File: config.mk
export PLATFORM = sky130hd
export DESIGN_NAME = rs_alu_cluster
export DESIGN_NICKNAME = d
export VERILOG_FILES = /design/src/rtl/rs_alu_cluster.sv
export SDC_FILE = /design/constraint.sdc
export NUM_CORES = 1
export LEC_CHECK = 0
export CAP_MARGIN = 20
export CORE_MARGIN = 5
export CORE_UTILIZATION = 60
export DETAILED_ROUTE_END_ITERATION = 7
export PLACE_DENSITY = 0.87
export RECOVER_POWER = 100
export SLEW_MARGIN = 10
export SYNTH_ARGS = -nofsm -noshare
export SYNTH_HDL_FRONTEND = slang
export SYNTH_SLANG_ARGS = --single-unit
File: constraint.sdc
create_clock -name CLOCK_50 -period 7.44 [get_ports CLOCK_50]
set_input_delay 2.232 -clock CLOCK_50 [delete_from_list [all_inputs] [get_ports CLOCK_50]]
set_output_delay 2.232 -clock CLOCK_50 [all_outputs]
set_load 0.02 [all_outputs]
File: src/rtl/rs_alu_cluster.sv
// Reservation-station cluster feeding a single ALU pipeline with CDB wakeup.
// Entries dispatch in, wake on broadcast, issue lowest-ready-first and free on result handshake.
module rs_alu_cluster #(
    parameter int unsigned DATA_W   = 32,
    parameter int unsigned N_RS     = 4,
    parameter int unsigned TAG_W    = 4,
    parameter int unsigned TAG_BASE = 1,
    parameter int unsigned LAT      = 2
) (
    input  logic              CLOCK_50,
    input  logic              RSTN_N,
    input  logic              disp_valid,
    output logic              disp_ready,
    input  logic [1:0]        disp_op,
    input  logic [TAG_W-1:0]  disp_tag1,
    input  logic [TAG_W-1:0]  disp_tag2,
    input  logic [DATA_W-1:0] disp_val1,
    input  logic [DATA_W-1:0] disp_val2,
    output logic [TAG_W-1:0]  disp_tag_o,
    input  logic              cdb_in_valid,
    input  logic [TAG_W-1:0]  cdb_in_tag,
    input  logic [DATA_W-1:0] cdb_in_data,
    output logic              cdb_out_valid,
    input  logic              cdb_out_ready,
    output logic [TAG_W-1:0]  cdb_out_tag,
    output logic [DATA_W-1:0] cdb_out_data,
    output logic [TAG_W-1:0]  busy_count
);
    localparam int unsigned IW = $clog2(N_RS);
    localparam int unsigned PD = LAT + 1;

    logic              busy   [N_RS];
    logic              issued [N_RS];
    logic [1:0]        op_q   [N_RS];
    logic [TAG_W-1:0]  tag1_q [N_RS];
    logic [TAG_W-1:0]  tag2_q [N_RS];
    logic [DATA_W-1:0] val1_q [N_RS];
    logic [DATA_W-1:0] val2_q [N_RS];

    logic              pv [PD];
    logic [TAG_W-1:0]  pt [PD];
    logic [DATA_W-1:0] pd [PD];

    logic              free_found, iss_found, iss_go, stall, hs, disp_go;
    logic              cdb_hit1, cdb_hit2;
    logic [IW-1:0]     free_idx, iss_idx, hs_idx;
    logic [TAG_W-1:0]  hs_rel;
    logic [DATA_W-1:0] alu_res;

    always_comb begin
        free_found = 1'b0;
        free_idx   = '0;
        iss_found  = 1'b0;
        iss_idx    = '0;
        for (int unsigned i = 0; i < N_RS; i++) begin
            if (!free_found && !busy[i]) begin
                free_found = 1'b1;
                free_idx   = IW'(i);
            end
            if (!iss_found && busy[i] && !issued[i] && tag1_q[i] == '0 && tag2_q[i] == '0) begin
                iss_found = 1'b1;
                iss_idx   = IW'(i);
            end
        end
    end

    assign stall      = pv[PD-1] && !cdb_out_ready;
    assign iss_go     = iss_found && !stall;
    assign hs         = pv[PD-1] && cdb_out_ready;
    assign hs_rel     = pt[PD-1] - TAG_W'(TAG_BASE);
    assign hs_idx     = IW'(hs_rel);
    assign disp_ready = free_found;
    assign disp_go    = disp_valid && free_found;
    assign disp_tag_o = free_found ? TAG_W'(TAG_BASE) + TAG_W'(free_idx) : '0;
    assign cdb_hit1   = cdb_in_valid && cdb_in_tag != '0 && cdb_in_tag == disp_tag1;
    assign cdb_hit2   = cdb_in_valid && cdb_in_tag != '0 && cdb_in_tag == disp_tag2;

    always_comb begin
        unique case (op_q[iss_idx])
            2'b00:   alu_res = val1_q[iss_idx] + val2_q[iss_idx];
            2'b01:   alu_res = val1_q[iss_idx] - val2_q[iss_idx];
            2'b10:   alu_res = val1_q[iss_idx] & val2_q[iss_idx];
            default: alu_res = val1_q[iss_idx] ^ val2_q[iss_idx];
        endcase
    end

    assign cdb_out_valid = pv[PD-1];
    assign cdb_out_tag   = pt[PD-1];
    assign cdb_out_data  = pd[PD-1];

    always_ff @(posedge CLOCK_50) begin
        if (RSTN_N) begin
            for (int unsigned i = 0; i < N_RS; i++) begin
                busy[i]   <= 1'b0;
                issued[i] <= 1'b0;
                op_q[i]   <= '0;
                tag1_q[i] <= '0;
                tag2_q[i] <= '0;
                val1_q[i] <= '0;
                val2_q[i] <= '0;
            end
            for (int unsigned s = 0; s < PD; s++) begin
                pv[s] <= 1'b0;
                pt[s] <= '0;
                pd[s] <= '0;
            end
            busy_count <= '0;
        end else begin
            // Dispatch targets a free entry and free hits an issued one, so they never collide.
            for (int unsigned i = 0; i < N_RS; i++) begin
                if (busy[i] && cdb_in_valid && cdb_in_tag != '0) begin
                    if (tag1_q[i] == cdb_in_tag) begin
                        tag1_q[i] <= '0;
                        val1_q[i] <= cdb_in_data;
                    end
                    if (tag2_q[i] == cdb_in_tag) begin
                        tag2_q[i] <= '0;
                        val2_q[i] <= cdb_in_data;
                    end
                end
                if (iss_go && iss_idx == IW'(i))
                    issued[i] <= 1'b1;
                if (hs && hs_idx == IW'(i)) begin
                    busy[i]   <= 1'b0;
                    issued[i] <= 1'b0;
                end
                if (disp_go && free_idx == IW'(i)) begin
                    busy[i]   <= 1'b1;
                    issued[i] <= 1'b0;
                    op_q[i]   <= disp_op;
                    tag1_q[i] <= cdb_hit1 ? '0 : disp_tag1;
                    tag2_q[i] <= cdb_hit2 ? '0 : disp_tag2;
                    val1_q[i] <= cdb_hit1 ? cdb_in_data : disp_val1;
                    val2_q[i] <= cdb_hit2 ? cdb_in_data : disp_val2;
                end
            end
            // Whole pipe advances in lockstep; bubbles are kept so latency stays fixed.
            if (!stall) begin
                pv[0] <= iss_go;
                pt[0] <= iss_go ? TAG_W'(TAG_BASE) + TAG_W'(iss_idx) : '0;
                pd[0] <= iss_go ? alu_res : '0;
                for (int unsigned s = 1; s < PD; s++) begin
                    pv[s] <= pv[s-1];
                    pt[s] <= pt[s-1];
                    pd[s] <= pd[s-1];
                end
            end
            case ({disp_go, hs})
                2'b10:   busy_count <= busy_count + 1'b1;
                2'b01:   busy_count <= busy_count - 1'b1;
                default: busy_count <= busy_count;
            endcase
        end
    end
endmodule

==> flow_summary.toml, run 1 <==
[logic_synthesis]
netlist.area_leader.share = 0.538
synth_ff_type = "edfxtp_1"
syn_avg_cell_area_sq_um = 11.6
synthCells = 1980
yosysWarnings = 0
yosysTopAreaCell = "edfxtp_1"
synth_area_sq_um = 23000
ys_seq_area_frac = 0.542
synthTopCellsByArea = "edfxtp_1 54%, a22o_1 9.8%, ha_1 4.1%"
synth_edf_count = 412
ys_seq_elements = 416
yosysUniqueCellTypes = 76
async_reset_ff_frac = 0

[timing]
setup_tns_ps = 0
slew_viol_final = 680
finalClockSkew_ps = 39.9
fmax_mhz = 146
rsz0062_at_grt = "false"
min_period_ps = 6850
timing_hold_violations_final = 0
relSlewSlack = -1.06
worst_pin_slew_ps = 3090
finalCritPeriodShare = 0.920
setup_viol = 0

[cts]
post_cts_buffers = 0
cts_sinks = 416
numCtsBuffers = 43
cts_max_path_buffers = 3
root_buffer = "clkbuf_16"
cts-htree-levels = 2
holdBufCountCts = 0
cts.clk_slew.worst_paths_ps = 60
worst_skew_pair.late_latency_ps = 600
cts_tree = "yes"
ctsResizeCount = 0

[pwr]
pwr-share-clk = 0.355
switching_power_w = 0.00169
swShare = 0.280
power_frac_comb = 0.189
p_seq_frac = 0.457
power_density_nw_per_um2 = 232
intPower_w = 0.00435
irDropWorstVdd_v = 0.000203
leakagePower_nw = 10.1

[route]
routed_via_density = 6.74
drt-pass1-iter-count = 6
drt.antenna.violating_nets = 0
vias = 17400
drtIter0Drc = 2158
post_drt_wl_per_cell_microns = 25.2
routed_wl_microns = 65100
drc = 0

[outcome]
status = "complete, but fails checks"
violations = "max-capacitance violations, max-slew violations"

[final_layout]
final_nets = 2227
antenna_cells = 0
syn_to_final_growth_pct = 13.4
final_util = 0.691
multi_input_area_sq_um = 9600
seqCellArea_sq_um = 12500
drive_gt1_frac = 0.0638
fillCellCount = 2678

[worst_setup_path]
reg2reg_depth = 22
critPathMaxFanout = 117
cp-end-kind = "register"
worstPathArrival_ps = 7150
worstSetupStartpointType = "register"
worst_ep_required_time_ps = 7740
crit_type = "register to register"

[placed_design]
gp_congestion = 0.995
port_buffers = 158
dp_hpwl_microns = 42500

[grt]
antenna_found_initial = 1
grt_usage = 0.303
grt_max_degree = 118
grt_pass1_vias = 17200
overflow = 0
grt_pass1_wl_microns = 98600

[hold_path]
holdPathStages = 1
hold_class = "register to register"

[floorplan]
initial_core_util = 0.609
die_area_sq_um = 42300
die_y_microns = 206
core_area_sq_um = 37800
rows = 71
die_width_microns = 206
ios = 161

[job]
drv_cap = 17
## cells in the final DEF (no fill, tap or decap), drive strengths merged, types with 7 or more instances in the layout
cell             n
o22ai           14
o211ai           9
nor2            98
clkinv          21
mux2i           76
nand4            9
edfxtp         412
a221oi           8
ha              75
or3              7
nor4b            8
nor3            13
dlygate4sd3     48
clkbuf          69
nand2b           9
nand3           25
nor2b            8
xor2            65
nand2          224
xnor2           30
o21ai           45
inv             33
clkdlybuf4s50  110
a21oi           34
a21o             8
and2           111
and3            60
a211oi          32
a22o           256
a31oi           47
buf             21
o31ai            8
nor4            13
## logic make-up after synthesis
kind of cell / synth area share
other: 0.000163
AO/OA/AOI/OAI: 0.166
flip-flops: 0.542
XOR/XNOR: 0.0362
AND/OR/NAND/NOR: 0.133
adder cells (fa/ha/maj): 0.0426
buffers and inverters: 0.0453
multiplexers: 0.0350
## worst paths after layout
check	endpoint	startpoint	slack [ps]
hold reg to reg	pd[0][37]$_SDFFCE_PN0P_	pd[0][5]$_SDFFCE_PN0P_	510
hold / removal	pd[0][37]$_SDFFCE_PN0P_	pd[0][5]$_SDFFCE_PN0P_	510
setup reg to reg	pd[0][31]$_SDFFCE_PN0P_	tag1_q[3][0]$_SDFFCE_PN0P_	590
setup / recovery	pd[0][31]$_SDFFCE_PN0P_	tag1_q[3][0]$_SDFFCE_PN0P_	590
## critical path, cell delays in order (launching register included)
cell	delay, ps
edfxtp_1	440
nor4b_4	300
nand4_1	340
a211oi_4	440
buf_12	480
mux2i_1	260
mux2i_1	240
nor4_2	620
and3_1	410
a21oi_1	130
xnor2_1	140
ha_1	470
nand4_1	190
nor3_1	320
a211oi_1	110
o21ai_0	140
a221o_1	270
nand2_1	120
o211ai_1	210
a2111oi_0	130
mux2_1	320
nor3_1	270
nor2_2	40
## stage by stage
stage	setup slack [ps]	cells	hold WS [ps]	instance area, sq um	total power (W)
floorplan	1810	1981	497	23000	0.00354
global placement	1050	2498	475	24700	0.00387
detailed placement	953	2499	501	24700	0.00391
CTS	907	2577	508	26100	0.00603
global route	214	2579	521	26100	0.00625
finish	593	2579	506	26100	0.00605
## power groups by stage
| stage | Combinational [W] | Sequential (W) | Clock [W] |
|---|---|---|---|
| after global routing | 0.00123 | 0.00277 | 0.00225 |
| after global placement | 0.00108 | 0.00279 | 0 |
| after CTS | 0.00112 | 0.00275 | 0.00216 |
| final | 0.00114 | 0.00276 | 0.00215 |
| after detailed placement | 0.00110 | 0.00280 | 0 |
| after floorplan | 0.000757 | 0.00279 | 0 |
## routing by layer
layer | routed length, microns | global-route usage | up-vias
met2 | 29900 | 0.478 | 1278
met5 | 19 | 0 | -
met3 | 7990 | 0.0761 | 199
met1 | 24700 | 0.408 | 8333
li1 | - | - | 7572
met4 | 2480 | 0.117 | 2
## synth_stat cells, types with 12 or more instances
master / n
a211oi_1: 31
a21oi_1: 33
a22o_1: 256
a31oi_1: 47
and2_1: 111
and3_1: 60
buf_1: 39
buf_4: 41
clkbuf_1: 94
edfxtp_1: 412
ha_1: 75
inv_1: 30
mux2i_1: 76
nand2_1: 223
nand3_1: 25
nor2_1: 96
nor3_1: 12
nor4_1: 12
o21ai_0: 34
o22ai_1: 14
xnor2_1: 30
xor2_1: 65
## flip-flops by register name (all words and copies together) (netlist names)
signal and flops:
val1_q 128, val2_q 128, pd 96, tag1_q 16
tag2_q 16, pt 9, op_q 8, busy 4
busy_count 4, issued 4, pv 3
## area by class of cell
class                   count  area share
flip-flops and latches    416       0.477
repair buffers            198      0.0720
clock buffers              50      0.0423
multi-input cells        1345       0.368
clock inverters            28      0.0111
inverters                  31     0.00456
well taps                 511      0.0245
No activity file was read; power rests on OpenSTA's default activity.
==> inputs of run 2 (changes only) <==
- CORE_MARGIN: 5 -> unset
- CTS_CLUSTER_DIAMETER: unset -> 80
- PLACE_DENSITY: 0.87 -> unset
- PLACE_DENSITY_LB_ADDON: unset -> 0.3
==> run 2 against run 1 <==
Net effect:
- the run still ends with max-capacitance violations, max-slew violations left
- core utilization is 0.44 points lower
- total power is 2.5% lower
- first-iteration DRC count is 6.5% lower
- critical path depth is 1 higher
- critical endpoint unchanged
==> flow_summary.toml, run 2 (same netlist as run 1, synthesis figures left out) <==
[outcome]
status = "complete, but fails checks"
violations = "max-capacitance violations, max-slew violations"

[timing]
setup_tns_ps = 0
layout_setup_ws_ps = 685
finalClockSkew_ps = 20.9
setup_viol = 0
rsz0062_at_grt = "false"
holdWs_ps = 514
slew_viol_final = 680
min_period_ps = 6760
fmax_mhz = 148
relSlewSlack = -1.25
finalCritPeriodShare = 0.908
worst_pin_slew_ps = 3380
timing_hold_violations_final = 0

[floorplan]
core_area_sq_um = 37700
die_width_microns = 198
rows = 71
ios = 161
die_y_microns = 198
die_area_sq_um = 39100
initial_core_util = 0.610

[placed_design]
gp_congestion = 0.976
dp_worst_setup_slack_ps = 1050
post_dp_cell_area_sq_um = 24700
dp_hpwl_microns = 41300
port_buffers = 158

[worst_setup_path]
cpPeakStageDelay_ps = 730
path_cells = "nor4b_1 > and4_1 > a211oi_4 > inv_2 > a2111oi_0 > clkbuf_1 > a221oi_1 > nor4b_4 > and3_1 > a21oi_1 > xnor2_1 > ha_1 > nand4_1 > nor3_1 > a211oi_1 > o21ai_0 > a221o_1 > nand2_1 > o211a_1 > nor4_1 > mux2_1 > nor3_2 > nor2_2"
worst_ep_required_time_ps = 7720
crit_slowest_cell = "inv_2"
crit_type = "register to register"
worstSetupStartpointType = "register"
cp-end-kind = "register"
cp_num_buf_inv = 2
r2r_setup_slack_ps = 680
critPathMaxFanout = 52
worstPathArrival_ps = 7040
path_delay_family = "simple AND/OR/NAND/NOR gates"

[final_layout]
final_cell_mix = "412 x edfxtp_1, 256 x a22o_1, 223 x nand2_1"
final_cell_area_sq_um = 25900
multi_input_area_sq_um = 9570
final_common_cell = "edfxtp_1"
drive_gt1_frac = 0.0562
final_nets = 2225
seqCellArea_sq_um = 12500
fillCellCount = 2740
syn_to_final_growth_pct = 12.5
reg_top3 = "val1_q (128), val2_q (128), pd (96)"

[grt]
overflow = 0
grt_pass1_wl_microns = 95800
antenna_found_initial = 1
grt_pass1_vias = 16200
grt_max_degree = 118
grt_usage = 0.330

[job]
drv_cap = 18

[hold_path]
hold_class = "register to register"

[cts]
ctsResizeCount = 0
worst_skew_pair.late_latency_ps = 590
cts-htree-levels = 2
numCtsBuffers = 43
cts_sinks = 416
post_cts_buffers = 0
root_buffer = "clkbuf_16"
cts_tree = "yes"
cts_max_path_buffers = 3
holdBufCountCts = 0
cts.clk_slew.worst_paths_ps = 60

[pwr]
irDropWorstVdd_v = 0.000210
power_density_nw_per_um2 = 228
leakagePower_nw = 10.0

[route]
post_drt_wl_per_cell_microns = 24.8
drtIter0Drc = 2017
drt.antenna.violating_nets = 0
routed_via_density = 6.63
routed_wl_microns = 63900
vias = 17100
drt-pass1-iter-count = 5
drc = 0
[run 2: changes by cell type in the layout (fill, tap and decap cells not counted), moves of 3 or more]
cell,delta
and2_1,+21
dlygate4sd3_1,+3
nor2_1,+4
buf_4,-3
o21ai_4,-3
clkinv_2,-5
clkbuf_1,+9
clkdlybuf4s50_1,-3
nor2_2,-3
and2_0,-21
bufinv_16,-3
o21ai_2,+3
[run 2: worst paths after layout]
path | endpoint | from | cells past startpoint
worst max-delay path | pd[0][31]$_SDFFCE_PN0P_ | tag2_q[0][3]$_SDFFCE_PN0P_ | 23
worst min-delay path | pd[0][45]$_SDFFCE_PN0P_ | pd[0][13]$_SDFFCE_PN0P_ | 1
worst max register to register | pd[0][31]$_SDFFCE_PN0P_ | tag2_q[0][3]$_SDFFCE_PN0P_ | 23
worst min register to register | pd[0][45]$_SDFFCE_PN0P_ | pd[0][13]$_SDFFCE_PN0P_ | 1
[run 2: worst register-to-register path, stage by stage (launching register included)]
cell and delay [ps]:
edfxtp_1 440, nor4b_1 410, and4_1 500, a211oi_4 100, inv_2 730, a2111oi_0 340
clkbuf_1 220, a221oi_1 230, nor4b_4 360, and3_1 360, a21oi_1 120, xnor2_1 140
ha_1 400, nand4_1 160, nor3_1 90, a211oi_1 220, o21ai_0 170, a221o_1 450
nand2_1 130, o211a_1 210, nor4_1 70, mux2_1 330, nor3_2 220, nor2_2 40
[run 2: final cells by class]
cell class	count	area share
Multi-Input combinational cell	1345	0.370
Sequential cell	416	0.482
Clock inverter	19	0.00537
Antenna cell	1	0.0000968
Inverter	31	0.00450
Timing Repair Buffer	196	0.0700
Clock buffer	56	0.0435
Tap cell	511	0.0247
[run 2: layer usage]
layer	GRT usage	wire, microns
met1	0.443	24700
met4	0.145	2370
met3	0.0705	7180
met5	0	0
met2	0.518	29700
[run 2: per-stage QoR]
| stage | std cells | total power, W | utilization |
|---|---|---|---|
| floorplan | 1981 | 0.00354 | - |
| global route | 2575 | 0.00609 | 0.686 |
| finish | 2575 | 0.00589 | 0.686 |
| global placement | 2498 | 0.00388 | 0.656 |
| CTS | 2573 | 0.00589 | 0.689 |
| detailed placement | 2498 | 0.00391 | 0.656 |
[run 2: where the power goes]
group          switching [W]  internal [W]  total (W)
sequential         0.0000463       0.00271    0.00276
combinational       0.000708      0.000426    0.00113
clock               0.000895       0.00110    0.00200
total                0.00165       0.00424    0.00589
==> inputs of run 3 (changes only) <==
- CORE_UTILIZATION: 60 -> 42
- SLEW_MARGIN: 10 -> unset
==> run 3 against run 2 <==
Net effect:
- critical path depth shrank 2
- global-route usage shrank 9.8 points
- the run still ends with max-capacitance violations, max-slew violations left
- die area grew 42%
- largest cell class unchanged
- core utilization shrank 20 points
- total power grew 3.6%
==> flow_summary.toml, run 3 (same netlist as run 1, synthesis figures left out) <==
[floorplan]
die_width_microns = 236
die_area_sq_um = 55700
core_area_sq_um = 53900
rows = 85
die_y_microns = 236
initial_core_util = 0.426
ios = 161

[grt]
grt_pass1_vias = 16000
overflow = 0
antenna_found_initial = 0
grt_usage = 0.232
grt_max_degree = 118
grt_pass1_wl_microns = 98300

[cts]
worst_skew_pair.late_latency_ps = 600
root_buffer = "clkbuf_16"
cts-htree-levels = 2
numCtsBuffers = 47
post_cts_buffers = 0
cts_tree = "yes"
ctsResizeCount = 0
cts_sinks = 416
cts_max_path_buffers = 3
cts.clk_slew.worst_paths_ps = 60
holdBufCountCts = 0

[timing]
setup_viol = 0
worst_pin_slew_ps = 3240
finalClockSkew_ps = 37.8
rsz0062_at_grt = "false"
fmax_mhz = 150
min_period_ps = 6660
timing_hold_violations_final = 0
relSlewSlack = -1.16
setup_tns_ps = 0
slew_viol_final = 711
finalCritPeriodShare = 0.895

[worst_setup_path]
path_cells = "nor4b_4 > nand4_1 > a211oi_4 > buf_12 > mux2i_1 > mux2i_1 > or2_0 > or4b_1 > or3_4 > o21ai_2 > xor2_1 > ha_1 > a21o_1 > a21oi_1 > nor2b_1 > a31oi_1 > o211a_1 > nor4_1 > mux2_1 > nor3_2 > nor2_2"
crit_type = "register to register"
worstSetupStartpointType = "register"
critPathMostFrequentCell = "mux2i_1"
crit_slowest_cell = "or4b_1"
cpPeakStageDelay_ps = 610
critPathMaxFanout = 117
cp-end-kind = "register"
worst_ep_required_time_ps = 7730
worstPathArrival_ps = 6950
r2r_setup_slack_ps = 780

[final_layout]
drive_gt1_frac = 0.0669
fillCellCount = 4758
final_util = 0.489
syn_to_final_growth_pct = 14.6
final_nets = 2235
final_cell_area_sq_um = 26400
reg_top3 = "val1_q (128), val2_q (128), pd (96)"
final_cell_mix = "412 x edfxtp_1, 256 x a22o_1, 223 x nand2_1"
final_common_cell = "edfxtp_1"
antenna_cells = 0

[route]
routed_wl_microns = 65200
routed_via_density = 5.95
drc = 0
drt.antenna.violating_nets = 0
post_drt_wl_per_cell_microns = 23.5
drtIter0Drc = 1651
drt-pass1-iter-count = 5
vias = 16500

[pwr]
pwr-share-clk = 0.363
irDropWorstVdd_v = 0.000186
swShare = 0.279
leakagePower_nw = 10.2
intPower_w = 0.00440
power_density_nw_per_um2 = 232
power_frac_comb = 0.185
switching_power_w = 0.00171
p_seq_frac = 0.452

[hold_path]
hold_class = "register to register"

[placed_design]
post_dp_cell_area_sq_um = 25000
gp_congestion = 0.895
dp_hpwl_microns = 43500
port_buffers = 158

[outcome]
violations = "max-capacitance violations, max-slew violations"
status = "complete, but fails checks"

[job]
drv_cap = 18
run 3: final cells by class:
type / instances / area (sq um) / area share
sequential: 416 / 12500 / 0.473
inverter: 31 / 119 / 0.00451
timing repair buffer: 202 / 1880 / 0.0713
clock inverter: 31 / 246 / 0.00935
tap: 696 / 871 / 0.0330
multi-input combinational: 1345 / 9560 / 0.363
clock buffer: 53 / 1220 / 0.0463
run 3: metrics by stage:
| step | worst slack, ps | total power, W | hold slack, ps | std cells |
|---|---|---|---|---|
| 4_1_cts | 980 | 0.00613 | 496 | 2774 |
| 6_report | 785 | 0.00610 | 489 | 2774 |
| 2_1_floorplan | 1810 | 0.00354 | 497 | 1981 |
| 3_5_place_dp | 1010 | 0.00392 | 488 | 2690 |
| 3_3_place_gp | 1090 | 0.00391 | 474 | 2687 |
| 5_1_grt | 335 | 0.00634 | 525 | 2774 |
run 3: routing by layer:
layer,vias up,GRT usage,wire length (microns)
met2,753,0.377,30200
met1,8049,0.314,27800
li1,7571,-,-
met3,133,0.0367,5070
met4,0,0.0824,2080
met5,-,0,0
run 3: power groups by stage:
| stage | Combinational (W) | Sequential (W) | Clock (W) |
|---|---|---|---|
| global placement | 0.00111 | 0.00280 | 0 |
| CTS | 0.00113 | 0.00275 | 0.00225 |
| floorplan | 0.000757 | 0.00279 | 0 |
| detailed placement | 0.00112 | 0.00280 | 0 |
| global route | 0.00123 | 0.00277 | 0.00234 |
| finish | 0.00113 | 0.00276 | 0.00222 |
run 3: path summary, 6_finish.rpt:
| check | start | end | cells after the start |
|---|---|---|---|
| hold / removal | busy_count[3]$_SDFFE_PP0P_ | busy_count[3]$_SDFFE_PP0P_ | 2 |
| hold reg to reg | busy_count[3]$_SDFFE_PP0P_ | busy_count[3]$_SDFFE_PP0P_ | 2 |
| setup reg to reg | tag1_q[3][0]$_SDFFCE_PN0P_ | pd[0][31]$_SDFFCE_PN0P_ | 21 |
| setup / recovery | tag1_q[3][0]$_SDFFCE_PN0P_ | pd[0][31]$_SDFFCE_PN0P_ | 21 |
run 3: worst max-delay path: cells and delay by family, from the launching register on:
family,cells,cell delay [ps]
adder cells (fa/ha/maj),1,300
XOR/XNOR,1,170
buffers and inverters,1,490
AND/OR/NAND/NOR,9,2500
AO/OA/AOI/OAI,6,1520
flip-flops,1,440
multiplexers,3,810
